## src/rtl/result_bcd_formatter_if.sv

```systemverilog
// Handshake bundle between the sign-magnitude result stage, the BCD formatter and its consumer.
// With RESULT_BCD_FORMATTER_BLANK_EN defined, the bundle also carries the per-digit blanking flags.
interface result_bcd_formatter_if #(
    parameter int MAG_WIDTH = 9,
    parameter int DIGITS    = 3
);
    logic                  in_valid;
    logic                  in_ready;
    logic                  in_sign;
    logic [MAG_WIDTH-1:0]  in_mag;
    logic                  out_valid;
    logic                  out_ready;
    logic                  out_sign;
    logic [4*DIGITS-1:0]   out_bcd;
    logic                  busy;
`ifdef RESULT_BCD_FORMATTER_BLANK_EN
    logic [DIGITS-1:0]     digit_blank;

    modport master (
        output in_valid, in_sign, in_mag, out_ready,
        input  in_ready, out_valid, out_sign, out_bcd, busy, digit_blank
    );

    modport slave (
        input  in_valid, in_sign, in_mag, out_ready,
        output in_ready, out_valid, out_sign, out_bcd, busy, digit_blank
    );
`else
    modport master (
        output in_valid, in_sign, in_mag, out_ready,
        input  in_ready, out_valid, out_sign, out_bcd, busy
    );

    modport slave (
        input  in_valid, in_sign, in_mag, out_ready,
        output in_ready, out_valid, out_sign, out_bcd, busy
    );
`endif
endinterface

```

## src/rtl/result_bcd_formatter.sv

```systemverilog
// Sign-magnitude to packed BCD formatter using a serial double-dabble engine, one magnitude bit per clock.
// Define RESULT_BCD_FORMATTER_BLANK_EN to add registered leading-zero blanking flags (digit_blank).
module result_bcd_formatter #(
    parameter int MAG_WIDTH = 9,
    parameter int DIGITS    = 3
) (
    input  logic                   clk,
    input  logic                   rst,
    result_bcd_formatter_if.slave  bus
);
    localparam int BCD_W = 4 * DIGITS;
    localparam int CNT_W = $clog2(MAG_WIDTH + 1);

    function automatic longint unsigned pow10(input int n);
        longint unsigned p;
        p = 1;
        for (int k = 0; k < n; k++) p = p * 10;
        return p;
    endfunction

    localparam longint unsigned MAX_MAG = (64'd1 << MAG_WIDTH) - 64'd1;

    // The digit count must be able to represent the largest magnitude.
    generate
        if (pow10(DIGITS) <= MAX_MAG) begin : g_bad_cfg
            $error("result_bcd_formatter: DIGITS too small for MAG_WIDTH");
        end
    endgenerate

    typedef enum logic [1:0] {
        S_IDLE,
        S_SHIFT,
        S_DONE
    } state_t;

    state_t                 r_state;
    logic [BCD_W-1:0]       r_bcd;
    logic [MAG_WIDTH-1:0]   r_mag;
    logic [CNT_W-1:0]       r_cnt;
    logic                   r_sign_cap;
    logic                   r_in_ready;
    logic                   r_out_valid;
    logic                   r_busy;
    logic                   r_out_sign;
    logic [BCD_W-1:0]       r_out_bcd;

    logic [BCD_W-1:0]           w_bcd_adj;
    logic [BCD_W+MAG_WIDTH-1:0] w_shift;
    logic [BCD_W-1:0]           w_bcd_next;
    logic [MAG_WIDTH-1:0]       w_mag_next;

    // Add-3 correction on every nibble >= 5, then shift the magnitude MSB into BCD bit 0.
    always_comb begin
        // NOTE: every always_comb output gets a default first so no path can infer a latch.
        w_bcd_adj = r_bcd;
        for (int d = 0; d < DIGITS; d++) begin
            if (r_bcd[4*d +: 4] >= 4'd5) begin
                w_bcd_adj[4*d +: 4] = r_bcd[4*d +: 4] + 4'd3;
            end
        end
        w_shift    = {w_bcd_adj, r_mag} << 1;
        w_bcd_next = w_shift[BCD_W+MAG_WIDTH-1 : MAG_WIDTH];
        w_mag_next = w_shift[MAG_WIDTH-1:0];
    end

`ifdef RESULT_BCD_FORMATTER_BLANK_EN
    logic [DIGITS-1:0] r_digit_blank;
    logic [DIGITS-1:0] w_blank_next;

    // A digit blanks only when it and every higher digit are zero; the ones digit never blanks.
    always_comb begin
        logic zero_above;
        zero_above   = 1'b1;
        w_blank_next = '0;
        for (int d = DIGITS - 1; d >= 1; d--) begin
            zero_above      = zero_above & (w_bcd_next[4*d +: 4] == 4'd0);
            w_blank_next[d] = zero_above;
        end
    end

    assign bus.digit_blank = r_digit_blank;
`endif

    always_ff @(posedge clk) begin
        if (rst) begin
            // NOTE: sequential state uses non-blocking assignments so every register samples pre-edge values.
            r_state     <= S_IDLE;
            r_bcd       <= '0;
            r_mag       <= '0;
            r_cnt       <= '0;
            r_sign_cap  <= 1'b0;
            r_in_ready  <= 1'b1;
            r_out_valid <= 1'b0;
            r_busy      <= 1'b0;
            r_out_sign  <= 1'b0;
            r_out_bcd   <= '0;
`ifdef RESULT_BCD_FORMATTER_BLANK_EN
            r_digit_blank <= '0;
`endif
        end else begin
            case (r_state)
                S_IDLE: begin
                    if (bus.in_valid) begin
                        r_sign_cap <= bus.in_sign;
                        r_mag      <= bus.in_mag;
                        r_bcd      <= '0;
                        r_cnt      <= CNT_W'(MAG_WIDTH);
                        r_in_ready <= 1'b0;
                        r_busy     <= 1'b1;
                        r_state    <= S_SHIFT;
                    end
                end
                S_SHIFT: begin
                    r_bcd <= w_bcd_next;
                    r_mag <= w_mag_next;
                    r_cnt <= r_cnt - CNT_W'(1);
                    if (r_cnt == CNT_W'(1)) begin
                        r_out_bcd   <= w_bcd_next;
                        r_out_sign  <= r_sign_cap;
`ifdef RESULT_BCD_FORMATTER_BLANK_EN
                        r_digit_blank <= w_blank_next;
`endif
                        r_busy      <= 1'b0;
                        r_out_valid <= 1'b1;
                        r_state     <= S_DONE;
                    end
                end
                S_DONE: begin
                    // No re-accept on the handshake edge; IDLE is entered first.
                    if (bus.out_ready) begin
                        r_out_valid <= 1'b0;
                        r_in_ready  <= 1'b1;
                        r_state     <= S_IDLE;
                    end
                end
                default: begin
                    r_state <= S_IDLE;
                end
            endcase
        end
    end

    assign bus.in_ready  = r_in_ready;
    assign bus.out_valid = r_out_valid;
    assign bus.busy      = r_busy;
    assign bus.out_sign  = r_out_sign;
    assign bus.out_bcd   = r_out_bcd;

endmodule

```

## src/flat_wrapper.sv

```systemverilog
// flat-port wrapper written by rule: the top's interface ports become plain ports
module result_bcd_formatter_flat 
#(
    parameter int MAG_WIDTH = 9,
    parameter int DIGITS    = 3
)
  (clk, rst, bus_in_valid, bus_in_sign, bus_in_mag, bus_out_ready, bus_in_ready, bus_out_valid, bus_out_sign, bus_out_bcd, bus_busy);
  result_bcd_formatter_if #(.MAG_WIDTH(MAG_WIDTH), .DIGITS(DIGITS)) bus_i ();
  input  logic clk;
  input  logic rst;
  input wire logic [$bits(bus_i.in_valid)-1:0] bus_in_valid;
  input wire logic [$bits(bus_i.in_sign)-1:0] bus_in_sign;
  input wire logic [$bits(bus_i.in_mag)-1:0] bus_in_mag;
  input wire logic [$bits(bus_i.out_ready)-1:0] bus_out_ready;
  output wire logic [$bits(bus_i.in_ready)-1:0] bus_in_ready;
  output wire logic [$bits(bus_i.out_valid)-1:0] bus_out_valid;
  output wire logic [$bits(bus_i.out_sign)-1:0] bus_out_sign;
  output wire logic [$bits(bus_i.out_bcd)-1:0] bus_out_bcd;
  output wire logic [$bits(bus_i.busy)-1:0] bus_busy;
  assign bus_i.in_valid = bus_in_valid;
  assign bus_i.in_sign = bus_in_sign;
  assign bus_i.in_mag = bus_in_mag;
  assign bus_i.out_ready = bus_out_ready;
  assign bus_in_ready = bus_i.in_ready;
  assign bus_out_valid = bus_i.out_valid;
  assign bus_out_sign = bus_i.out_sign;
  assign bus_out_bcd = bus_i.out_bcd;
  assign bus_busy = bus_i.busy;
  result_bcd_formatter #(.MAG_WIDTH(MAG_WIDTH), .DIGITS(DIGITS)) u_core (.clk(clk), .rst(rst), .bus(bus_i));
endmodule
```

## config.mk

```make
export PLATFORM = sky130hd
export DESIGN_NAME = result_bcd_formatter_flat
export DESIGN_NICKNAME = d
export VERILOG_FILES = /design/src/rtl/result_bcd_formatter_if.sv /design/src/rtl/result_bcd_formatter.sv /design/src/flat_wrapper.sv
export SDC_FILE = /design/constraint.sdc
export NUM_CORES = 1
export LEC_CHECK = 0
export BUFFER_PORTS_ARGS = -buffer_cell sky130_fd_sc_hd__buf_2
export CAP_MARGIN = 20
export CELL_PAD_IN_SITES_DETAIL_PLACEMENT = 1
export CELL_PAD_IN_SITES_GLOBAL_PLACEMENT = 1
export CORE_MARGIN = 8
export CORE_UTILIZATION = 38
export CTS_CLUSTER_SIZE = 20
export DETAILED_ROUTE_END_ITERATION = 8
export PLACE_DENSITY_LB_ADDON = 0.1
export SLEW_MARGIN = 10
export SYNTH_ARGS = -nofsm -noshare
export SYNTH_HDL_FRONTEND = slang
export SYNTH_SLANG_ARGS = --single-unit
```

## constraint.sdc

```tcl
create_clock -name clk -period 1.4 [get_ports clk]
set_input_delay 0.14 -clock clk [delete_from_list [all_inputs] [get_ports clk]]
set_output_delay 0.14 -clock clk [all_outputs]
set_load 0.01 [all_outputs]
```

### Yosys cells after proc, flatten, opt, wreduce, memory -nomap -nowiden

Cells that the tools add are included.

| word-level totals | value |
|---|---|
| output and inout bits | 16 |
| memory bits (writable) | 0 |
| memories | 0 |
| bits in latches | 0 |
| flip-flop bits (word level) | 44 |
| memory bits (read-only) | 0 |

| cells by class | value |
|---|---|
| multiply operators | 0 |
| divide/modulo/power cells | 0 |
| add/sub/neg operators | 4 |
| mux-type cells | 22 |
| bitwise logic cells | 0 |
| reductions and logical operators | 11 |
| shifts and indexed selects | 0 |
| magnitude comparators | 3 |
| eq/ne operators | 6 |

Operators by type and width:

| operator | number |
|---|---|
| one-hot mux 12 bit (2 select lines) | 1 |
| one-hot mux 9 bit (2 select lines) | 1 |
| >= comparator 4 x 3 -> 1 bit (second input constant) | 3 |
| two-way mux 12 bit | 1 |
| two-way mux 4 bit | 3 |
| AND reduction 3 bit | 4 |
| two-way mux 9 bit | 1 |
| adder 4 x 2 -> 4 bit (second input constant) | 2 |
| one-hot mux 4 bit (2 select lines) | 1 |
| two-way mux 1 bit | 6 |
| two-way mux 2 bit | 3 |
| one-hot mux 1 bit (2 select lines) | 3 |
| one-hot mux 2 bit (3 select lines) | 1 |
| AND reduction 2 bit | 3 |
| nonzero test 2 bit | 3 |
| equality test 4 x 1 -> 1 bit (second input constant) | 1 |
| != test 2 bit (second input constant) | 2 |
| subtractor 4 x 1 -> 4 bit (second input constant) | 1 |
| adder 3 x 2 -> 3 bit (second input constant) | 1 |
| two-way mux 3 bit | 1 |
| equality test 2 x 1 -> 1 bit (second input constant) | 1 |
| equality test 2 bit (second input constant) | 1 |
| logical NOT 2 bit | 1 |
| != test 2 x 1 -> 1 bit (second input constant) | 1 |

### Depth between registers and ports, before layout

| logic depth | value |
|---|---|
| depth after elaboration | 3 |
| mapped depth | 6 |
| mapped depth without buffers | 6 |

### Least setup slack after synthesis

No wires, ideal clock.

| timing | value |
|---|---|
| path kind | register -> register |
| from | register u_core.r_bcd[4] |
| to | register u_core.r_out_bcd[6] (netlist: u_core.bus.out_bcd[6]) |
| data required time | 1.325 ns |
| cell stages (with the launch flop) | 7 |
| data arrival time | 1.390 ns |
| path slack | -0.065 ns |
| buffers on the path | 0 |
| cell sequence | dfxtp_1 -> inv_1 -> ha_1 -> nand2b_1 -> a21oi_1 -> mux2_2 -> o22ai_1 |

| on the way | value |
|---|---|
| cells in the longest elaborated chain, start to end | 2 |
| elaborated cells on any way between the ends | 3 |

Ends and longest elaborated chain:

| element | RTL line | RTL |
|---|---|---|
| start: declaration | result_bcd_formatter.sv:37 | `logic [BCD_W-1:0] r_bcd;` |
| start signal: assignment | result_bcd_formatter.sv:114 | `r_bcd <= w_bcd_next;` |
| adder 4 x 2 -> 4 bit / >= comparator 4 x 3 -> 1 bit (equally long branches) | result_bcd_formatter.sv:58, result_bcd_formatter.sv:57 |  |
| two-way mux 4 bit (*) | result_bcd_formatter.sv:57 | `if (r_bcd[4*d +: 4] >= 4'd5) begin` |
| end signal: assignment | result_bcd_formatter.sv:118 | `r_out_bcd <= w_bcd_next;` |
| end: declaration | result_bcd_formatter.sv:45 | `logic [BCD_W-1:0] r_out_bcd;` |

Mark *: on every way between the ends. The rest lies on a longest branch, timed or not.
A chain may end at the register's enable or synchronous reset.

### Final worst setup path

| timing | value |
|---|---|
| from | register u_core.r_bcd[1] |
| to | register u_core.r_bcd[2] |

| on the way | value |
|---|---|
| cells in the longest elaborated chain, start to end | 3 |
| elaborated cells on any way between the ends | 4 |

Ends and longest elaborated chain:

| element | RTL line | RTL |
|---|---|---|
| adder 4 x 2 -> 4 bit / >= comparator 4 x 3 -> 1 bit (equally long branches) | result_bcd_formatter.sv:58, result_bcd_formatter.sv:57 |  |
| two-way mux 4 bit (*) | result_bcd_formatter.sv:57 |  |
| one-hot mux 12 bit (2 select lines) (*) | result_bcd_formatter.sv:101 | `case (r_state)` |

Marked as above.

==> key figures <==
Status
  – Status: finished, violations left
  – Failing checks: setup timing

Setup path
  – RR Endpoint: u_core.r_bcd[2]$_SDFFE_PP0P_
  – R2R Setup Slk: -30 ps
  – CP endpoint: u_core.r_bcd[2]$_SDFFE_PP0P_
  – CP Launch Type: flip-flop
  – Critical Path RT: around 1600 ps
  – Crit-path max FO: 3
  – Worst r2r path cells: 6
  – Critical Path AT: roughly 1700 ps
  – Crit path from: u_core.r_bcd[1]$_SDFFE_PP0P_
  – FF-to-FF Start: u_core.r_bcd[1]$_SDFFE_PP0P_
  – Crit end category: flip-flop
  – Setup CP Type: flip-flop to flip-flop

Drt
  – Avg Vias per Cell: between 5 and 6
  – Drt drc: 0
  – Post-DRT Antenna Nets: 0
  – Iteration-0 DRC Markers: 52
  – WL per Instance: 15.3 um
  – First-pass detailed-route iteration total: 4
  – Detailed-route via count: about 1800
  – Total wire length: approximately 5.4 mm

Synthesis
  – Share of synthesized flip-flops with an asynchronous set or reset: 0%
  – Synth Flop Type: dfxtp_1
  – Synth cell types: 33
  – Sequential share of the synthesized area: between 40% and 50%
  – Syn Nets: about 240
  – Post-Syn Area: between 1500 and 2000 um^2
  – Synthesized area per cell: approximately 8.9 um^2
  – Number of enable flip-flop cells after synthesis: 0
  – Number of synthesized register bits: 44
  – Synth warnings: 0
  – Mapped Cells: between 200 and 250

Clock tree
  – Cts bufs inserted: 5
  – Clk_lat worst skew: between 200 and 300 ps
  – CTS sink count: 44
  – Root buffer cell: clkbuf_8
  – TritonCTS clock tree: yes
  – Clk pin slew, worst setup/hold paths: about 80 ps
  – Cts-stage hold buffer count: 0
  – Clk buf depth: 2
  – H-tree depth: 2

Cells and area
  – Layout area overhead: 39.6%
  – Post-layout util: about 55%
  – Final Cell Area: 2750 um^2
  – Commonest cells after routing, fill and taps aside: dfxtp_1, buf_4, buf_2
  – Cell Count, Final, Fillers Out: roughly 350
  – Diode count: 0
  – Nets: between 300 and 400
  – Most common cell after layout, fill and taps aside: dfxtp_1
  – Share of layout cells above drive strength 1: roughly 44%

Timing
  – Max-slew headroom: 78.3%
  – Fmax: approximately 0.70 GHz
  – Final min period: between 1000 and 1500 ps
  – Setup ws final: -33.2 ps
  – Final Slew Violations: 0
  – Fin. Hold Viols: 0
  – Period utilization: 102%
  – Max Clock Skew: roughly 8.1 ps
  – Unrepaired setup endpoints after global routing: yes
  – Hold Slack: approximately 80 ps
  – Worst-margin pin slew: 325 ps
  – Final setup vio count: 1

Placement
  – DP HPWL: roughly 3.7 mm
  – Routability cong.: roughly 0.77
  – Placed instance area: around 2400 um^2
  – Port Buffer Count: 29
  – Placed Instances: ~340

Floorplanning
  – Die Wd: 88.0 um
  – FP Rows: 26
  – Die Span Y: around 88 um
  – Die area: slightly below 8000 um^2
  – CORE AREA: ~5000 um^2
  – Ports: 30
  – Initial Utilization: 39.1%

Power and ir drop
  – Leakage: approximately 1.0 nW
  – Pwr dens: about 940 nW/um^2
  – VDD IR max: ~440 uV

GRT
  – All-Layer GR Usage: between 10 and 15%
  – Vias in the first global route: approximately 1800
  – Initial antenna violation count: 0
  – First-pass GRT wire length: 8.63 mm
  – Gr ovfl total: 0
  – Largest net degree at the start of global routing: 23

Flow run
  – Max-cap violations: 0

Min path
  – Hold Path Class: input pin to flip-flop
worst min-delay path by stage:
stage                  start                              to  slack [ps]  cells after the start
2_1_floorplan    bus_in_sign  u_core.r_sign_cap$_SDFFE_PP0P_         280                      2
3_3_place_gp     bus_in_sign  u_core.r_sign_cap$_SDFFE_PP0P_         380                      3
3_5_place_dp   bus_in_mag[0]    u_core.r_mag[0]$_SDFFE_PP0P_         390                      3
4_1_cts        bus_in_mag[0]    u_core.r_mag[0]$_SDFFE_PP0P_          70                      3
5_1_grt          bus_in_sign  u_core.r_sign_cap$_SDFFE_PP0P_          90                      3
6_report       bus_in_mag[0]    u_core.r_mag[0]$_SDFFE_PP0P_          80                      3
metrics by stage:
| stage | setup TNS (ps) | setup slack [ps] | total power (W) |
|---|---|---|---|
| floorplan | -7.88 | -7.88 | 0.00163 |
| global placement | -82.2 | -52.7 | 0.00180 |
| detailed placement | -502 | -85.5 | 0.00180 |
| CTS | 0 | 2.22 | 0.00258 |
| global route | -311 | -71.3 | 0.00272 |
| finish | -33.2 | -33.2 | 0.00259 |
cells by family (layout without fill, tap and decap cells):
kind of cell    after synthesis  count (layout)  share of synthesized area [%]
fa+ha+maj                     8               8                           5.08
compound gates               66              66                           20.3
buf+inv                      24              81                           5.08
simple gates                 72              72                           20.7
mux                           5               5                           2.73
flops                        44              44                           44.7
xor+xnor                      3               3                           1.33
cell usage after synthesis (all sizes together), types with 4 or more instances:
cell type,count,area share [%]
a211oi,6,2.3
a21oi,27,6.9
a22oi,8,3.0
buf,6,1.7
clkbuf,8,1.5
dfxtp,44,45
ha,8,5.1
inv,10,1.9
nand2,14,2.7
nand2b,14,5.0
nand3,5,1.3
nor2,15,2.9
nor3,4,1.0
nor3b,6,2.3
o21ai,6,1.5
o22ai,14,4.4
or3,5,1.6
critical path, cell delays in order (launching register included):
cell and delay [ps]:
dfxtp_2 360, inv_4 50, ha_2 170, nand2b_4 150, a21oi_4 130, mux2_4 330, o22ai_2 160
registers in the layout (all words and copies together), names as in the netlist:
register / count
u_core.bus.out_valid: 1
u_core.bus.in_ready: 1
u_core.bus.out_bcd: 12
u_core.r_state: 2
u_core.r_mag: 9
u_core.r_bcd: 12
u_core.bus.busy: 1
u_core.r_sign_cap: 1
u_core.r_cnt: 4
u_core.bus.out_sign: 1
repair_timing:
| item | 4_1_cts | 5_1_grt |
|---|---|---|
| hold endpoints to repair | 0 | 0 |
| gates resized for setup | 21 | 34 |
| pin swaps | 6 | 13 |
| setup buffers | 0 | 7 |
| setup endpoints to repair | 17 | 23 |
routing by layer:
layer	routed length [um]	vias to the layer above	GRT usage, %
li1	-	900	-
met1	2550	827	17.0
met2	2560	27	23.9
met3	191	4	3.85
met4	42	0	3.75
met5	0	-	0
area by class of cell:
type                       instances  area [um^2]
fill                             599         2290
multi-input combinational        154         1210
sequential                        44          893
timing repair buffer              64          444
tap                               70         87.6
clock buffer                       6         72.6
inverter                          10         40.0
clock inverter                     1         5.00
power breakdown:
part	switching, W	total [W]	internal, W
Clock	0.000424	0.000765	0.000340
Sequential	0.0000466	0.00136	0.00132
Combinational	0.000246	0.000467	0.000221
No activity file was read; power rests on OpenSTA's default activity.
